<file path="src/rtl/fetch_sequencer.sv">
// fetch_sequencer: PC register and fetch queue feeding decode; FETCH_ALIGN_CHECK_EN adds misaligned-redirect halt
module fetch_sequencer #(
  parameter int PC_W = 12,
  parameter int INST_W = 32,
  parameter int RESET_PC = 0,
  parameter int DEPTH = 2
) (
  input  logic              clk,
  input  logic              rst,
  output logic [PC_W-1:0]   imem_addr,
  input  logic [INST_W-1:0] imem_data,
  input  logic              redirect_valid,
  input  logic [PC_W-1:0]   redirect_pc,
  input  logic              halt_req,
  output logic              if_valid,
  input  logic              if_ready,
  output logic [PC_W-1:0]   if_pc,
  output logic [INST_W-1:0] if_inst,
  output logic              halted
`ifdef FETCH_ALIGN_CHECK_EN
  ,
  output logic              misalign
`endif
);
  localparam int AW = $clog2(DEPTH);
  typedef enum logic {RUN, HALT} state_t;
  state_t state_q, state_d;
  logic [PC_W-1:0] pc_q, pc_d;
  logic [AW:0] count_q, count_d;
  logic [AW-1:0] rd_q, rd_d, wr_q, wr_d;
  logic [PC_W-1:0] pc_mem [DEPTH];
  logic [INST_W-1:0] inst_mem [DEPTH];
  logic deq, enq, bad;
`ifdef FETCH_ALIGN_CHECK_EN
  logic misalign_q;
  assign bad = redirect_valid & |redirect_pc[1:0];
  assign misalign = misalign_q;
  always_ff @(posedge clk)
    if (rst) misalign_q <= 1'b0;
    else if (bad) misalign_q <= 1'b1;
`else
  assign bad = 1'b0;
`endif
  assign imem_addr = pc_q;
  assign halted = state_q == HALT;
  assign if_valid = count_q != '0;
  assign if_pc = if_valid ? pc_mem[rd_q] : '0;
  assign if_inst = if_valid ? inst_mem[rd_q] : '0;
  assign deq = if_valid & if_ready;
  assign enq = state_q == RUN & ~redirect_valid & ~halt_req & (count_q < (AW+1)'(DEPTH) | deq);
  always_comb begin
    state_d = (halt_req | bad) ? HALT : state_q;
    pc_d = redirect_valid ? (bad ? pc_q : redirect_pc & ~PC_W'(3)) : enq ? pc_q + PC_W'(4) : pc_q;
    count_d = redirect_valid ? '0 : count_q + (AW+1)'(enq) - (AW+1)'(deq);
    rd_d = redirect_valid ? '0 : rd_q + AW'(deq);
    wr_d = redirect_valid ? '0 : wr_q + AW'(enq);
  end
  always_ff @(posedge clk)
    if (rst) begin
      state_q <= RUN;
      pc_q <= PC_W'(RESET_PC);
      count_q <= '0;
      rd_q <= '0;
      wr_q <= '0;
    end else begin
      state_q <= state_d;
      pc_q <= pc_d;
      count_q <= count_d;
      rd_q <= rd_d;
      wr_q <= wr_d;
    end
  always_ff @(posedge clk)
    if (enq) begin
      pc_mem[wr_q] <= pc_q;
      inst_mem[wr_q] <= imem_data;
    end
endmodule

</file>
<file path="config.mk">
export PLATFORM = sky130hd
export DESIGN_NAME = fetch_sequencer
export DESIGN_NICKNAME = d
export VERILOG_FILES = /design/src/rtl/fetch_sequencer.sv
export SDC_FILE = /design/constraint.sdc
export NUM_CORES = 1
export LEC_CHECK = 0
export ABC_AREA = 0
export CAP_MARGIN = 25
export CORE_MARGIN = 2
export CORE_UTILIZATION = 48
export DETAILED_ROUTE_END_ITERATION = 6
export PLACE_DENSITY = 0.8
export SETUP_SLACK_MARGIN = 0.05
export SLEW_MARGIN = 20
export SYNTH_ARGS = -nofsm -noshare
export SYNTH_HDL_FRONTEND = slang
export SYNTH_SLANG_ARGS = --single-unit
</file>
<file path="constraint.sdc">
create_clock -name clk -period 5.9 [get_ports clk]
set_input_delay 1.77 -clock clk [delete_from_list [all_inputs] [get_ports clk]]
set_output_delay 1.77 -clock clk [all_outputs]
set_load 0.02 [all_outputs]
</file>
After elaboration in Yosys (flattened, before gate mapping)

Memories as Yosys holds them, arrays and structs flattened. A register that Yosys moved wholly into a read port is not among the register bits.
Index checks and enable logic that the tools add are counted.

Register bits after elaboration: 17
Bits in writable memories: 88
Bits of input ports: 49
Logic and storage cells: 33
Memories: 2

$add $sub $neg: 5
Magnitude comparators: 1
Multiplexer cells: 8
Bitwise operators: 8
Reductions and logical operators: 3

Memories:

| name     | words | bits a word | rd ports | clocked after Yosys merged registers in | wr ports | RTL line | text |
|---|---|---|---|---|---|---|---|
| inst_mem | 2     | 32          | 1        | 1                                       | 1        | 32       | `logic [INST_W-1:0] inst_mem [DEPTH];` |
| pc_mem   | 2     | 12          | 1        | 1                                       | 1        | 31       | `logic [PC_W-1:0] pc_mem [DEPTH];` |

Operator list:

| operator                                                        | count |
|---|---|
| 12-bit two-way mux                                              | 3 |
| 32-bit two-way mux                                              | 1 |
| 12-bit by 3-bit adder with 12-bit output, second input constant | 1 |
| 1-bit bitwise AND                                               | 4 |
| 1-bit two-way mux                                               | 4 |
| 2-bit nonzero test                                              | 2 |
| 1-bit NOT                                                       | 3 |
| 1-bit adder                                                     | 2 |
| 2-bit by 1-bit adder with 2-bit output                          | 1 |
| 2-bit less-than comparator, second input constant               | 1 |
| 2-bit OR reduction                                              | 1 |
| 2-bit by 1-bit subtractor with 2-bit output                     | 1 |
| 1-bit bitwise OR                                                | 1 |

Logic depth before layout (Yosys ltp)

Depth after elaboration: 6
Gate-level depth with buffers: 8

Worst setup path after synthesis

No wires, ideal clock.

Path kind: input to register
Start point: input halt_req
End point: memory inst_mem[1][0] (enable)
Data arrival time: 4984 ps
Setup slack: 422 ps
Stages on the path: 3
Cell sequence: nor2_1 -> nand2_1 -> nor3_1

Cells in the longest elaborated chain, start to end: 5

RTL lines:

| item                                    | RTL line | text |
|---|---|---|
| start: declaration                      | 14       | `input logic halt_req,` |
| 1-bit NOT                               | 50       | `assign enq = state_q == RUN & ~redirect_valid & ~halt_req & (count_q < (AW+1)'(DEPTH) \| deq);` |
| 1-bit bitwise AND (2 in series)         | 50       |  |
| 1-bit two-way mux                       | 73       | `if (enq) begin` |
| 1-bit two-way mux (implied by the code) | 75       | `inst_mem[wr_q] <= imem_data;` |
| end: declaration                        | 32       |  |

No other way between the ends.

==> run summary <==
Run status: finished clean
Hold crit path type: reg -> reg
Die area: 8960 um2
Synthesis-to-layout area growth: 33.2%
Crit path kind: reg -> out
Vertical die dimension: 94.6 um
First-pass iteration count of the detailed router: 4
Routability Congestion: 0.894
Synthesis-stage register bit count: 99
Summed negative setup slack over all endpoints: 0 ps
Effective utilization at floorplan: 48.7%
I/O pin cnt: 107
Cell Rows: 33
WHS: 521 ps
Synth Warn #: 0
Pin count of the biggest net entering global routing: 44
Filler Cell Count: 611
Sequential element share of the synthesized area: 71.6%
Kind of capture point of the worst setup path: output pin
Area inside the core boundary: 8090 um2
Number of gates resized after cts: 0
Number of global-route vias before repair: 2,408
Share of final-layout standard cells stronger than drive strength 1: 6.08%
Clock tree buffer depth: 2
Power after layout: 0.00134 W
Clock-pin transition on the worst setup and hold timing paths: 80 ps
Max-slew headroom: 35.6%
Count of vias placed by the detailed router: 2,437
Peak clock frequency supported by timing: 231 MHz
Total global routing overflow: 0
Routed Wire Length: 7280 um
Antenna cells: 0
Via density per instance: 5.05
Count of final max-slew check failures: 0
Number of failing hold endpoints at the final stage: 0
Highest-delay cell along the critical path: sky130_fd_sc_hd__dfxtp_2
Root Buffer: sky130_fd_sc_hd__clkbuf_8
CTS hold repair buffers: 0
Combined area of the multi-input logic cells: 1040 um2
CP max FO: 27
TritonCTS clock tree: built
Total number of H-tree levels: 3
Area of the mapped netlist: 3940 um2
Power density cells: 256 nW/um2
Number of clock sinks seen by CTS: 99
Antenna-violating nets left: 0
Max-cap violation count: 0
Cell chain of the critical path: buf_4, mux2i_1, nor2_1, clkdlybuf4s50_1
Global-route wire length before repair: 11,500 um
Setup repair after global routing missed its margin: false
Minimum clock period: 4330 ps
Category of the worst setup path launch point: flip-flop
Netlist cell types: 30
CP required: 4130 ps
Utilization after layout: 64.9%
Tightest Pin Transition: 964 ps
Total clock buffers created by CTS: 9
Detail Placement HPWL: 4860 um
DIE WIDTH: 94.6 um
Average instance area after synthesis: 14.4 um2
Average wire length per cell after detail routing: 15.1 um
Final instance count without filler cells: 483
Period Utilization, post-route: 73.4%
Worst EP arrival: 2560 ps
Violation count after the first detailed-route iteration: 101
Initial antenna violation count: 0
DRC violation count after routing: 0
Total of endpoints with negative setup slack in the final report: 0
Dominant delay contributor by cell family on the critical path: buffers and inverters
Cells after Synth: 274
Buffers inserted during post-CTS setup optimization: 0
Flip-flop and latch area: 2820 um2
Clock latency on the worst-skew pair: 350 ps
Total placed cells including tap cells: 466
Maximum vdd drop: 0.000116 V
Static power due to leakage: 1.66 nW
Stage delay of the slowest cell on the critical path: 880 ps
Worst clock skew on the final layout: 9.25 ps
Critical path buffers and inverters: 2
GRT Util Overall: 17.1%
Final net count: 425
Count of port buffers added during placement: 100
[flip-flops by register name (all words and copies together) (netlist names)]
register,count
count_q,2
halted,1
imem_addr,10
inst_mem,64
pc_mem,20
rd_q,1
wr_q,1
[routing by layer]
metal / track usage (%) / wire length [um]
met5: 0 / 0
met4: 7.37 / 101
met3: 3.75 / 404
met2: 29.0 / 3740
met1: 21.1 / 3030
[cell families after synthesis]
kind of cell	Yosys count	synth area share, %
AOI/OAI and AO/OA	14	2.79
xor gates and xnor gates	10	2.22
adders and majority gates	3	0.952
buffers and inverters	23	2.60
DFF	99	71.6
muxes	42	10.7
other	1	0.0951
and+or+nand+nor	82	9.11
[power by group]
group          switching (W)  total (W)  internal, W
combinational      0.0000651   0.000134    0.0000690
clock               0.000208   0.000416     0.000208
sequential         0.0000142   0.000794     0.000780
total               0.000287    0.00134      0.00106
[metrics by stage]
step | area (um2) | setup slack [ps]
after floorplan | 3960 | 422
after global placement | 5030 | 1840
after detailed placement | 5030 | 1820
after CTS | 5230 | 1510
after global routing | 5250 | 1400
final | 5250 | 1570
[path summary, 6_finish.rpt]
path	to	from	slack [ps]	cells after the start
setup / recovery	if_inst[6]	rd_q$_SDFF_PP0_	1570	4
hold / removal	pc_mem[0][10]$_DFFE_PP_	imem_addr[10]$_SDFFE_PP0P_	520	0
setup reg to reg	count_q[1]$_SDFF_PP0_	count_q[1]$_SDFF_PP0_	3380	8
hold reg to reg	pc_mem[0][10]$_DFFE_PP_	imem_addr[10]$_SDFFE_PP0P_	520	0
[Yosys cell counts]
cell	instances	area share, %
sky130_fd_sc_hd__a211oi_1	7	1.3
sky130_fd_sc_hd__a311oi_1	3	0.67
sky130_fd_sc_hd__a31o_2	1	0.22
sky130_fd_sc_hd__and2_1	1	0.16
sky130_fd_sc_hd__buf_1	3	0.29
sky130_fd_sc_hd__buf_2	1	0.13
sky130_fd_sc_hd__buf_4	4	0.76
sky130_fd_sc_hd__clkbuf_1	10	0.95
sky130_fd_sc_hd__conb_1	1	0.095
sky130_fd_sc_hd__dfxtp_1	15	7.6
sky130_fd_sc_hd__edfxtp_1	84	64
sky130_fd_sc_hd__ha_1	3	0.95
sky130_fd_sc_hd__inv_1	5	0.48
sky130_fd_sc_hd__mux2i_1	42	11
sky130_fd_sc_hd__nand2_1	4	0.38
sky130_fd_sc_hd__nand2b_1	1	0.16
sky130_fd_sc_hd__nand3_1	5	0.63
sky130_fd_sc_hd__nand4_1	2	0.32
sky130_fd_sc_hd__nor2_1	56	5.3
sky130_fd_sc_hd__nor2b_1	1	0.16
sky130_fd_sc_hd__nor3_1	4	0.51
sky130_fd_sc_hd__nor3b_1	1	0.19
sky130_fd_sc_hd__nor4_1	4	0.63
sky130_fd_sc_hd__o211ai_1	1	0.19
sky130_fd_sc_hd__o31ai_1	2	0.38
sky130_fd_sc_hd__or2_0	1	0.16
sky130_fd_sc_hd__or3_4	1	0.29
sky130_fd_sc_hd__or4_1	1	0.19
sky130_fd_sc_hd__xnor2_1	8	1.8
sky130_fd_sc_hd__xor2_1	2	0.44
[layout make-up]
type	count	area share, %
inverters	5	0.357
clock inverters	4	0.977
well taps	105	2.50
clock buffers	12	2.76
repair buffers	103	19.7
flip-flops and latches	99	53.8
multi-input cells	155	19.9
[layout by cell type (no fill, tap or decap), types with 2 or more instances in the layout]
cell type                         instances
sky130_fd_sc_hd__dfxtp_1                 14
sky130_fd_sc_hd__nor4_1                   4
sky130_fd_sc_hd__edfxtp_1                84
sky130_fd_sc_hd__nand2_1                  4
sky130_fd_sc_hd__o31ai_1                  2
sky130_fd_sc_hd__nand4_1                  2
sky130_fd_sc_hd__xor2_1                   2
sky130_fd_sc_hd__clkbuf_1                 2
sky130_fd_sc_hd__nor3_1                   3
sky130_fd_sc_hd__mux2i_1                 42
sky130_fd_sc_hd__nand3_1                  5
sky130_fd_sc_hd__clkbuf_8                10
sky130_fd_sc_hd__clkdlybuf4s50_1        100
sky130_fd_sc_hd__buf_4                    2
sky130_fd_sc_hd__a311oi_1                 3
sky130_fd_sc_hd__ha_1                     2
sky130_fd_sc_hd__xnor2_1                  8
sky130_fd_sc_hd__a211oi_1                 7
sky130_fd_sc_hd__inv_1                    5
sky130_fd_sc_hd__conb_1                   4
sky130_fd_sc_hd__nor2_1                  55
No activity file was read; power rests on OpenSTA's default activity.
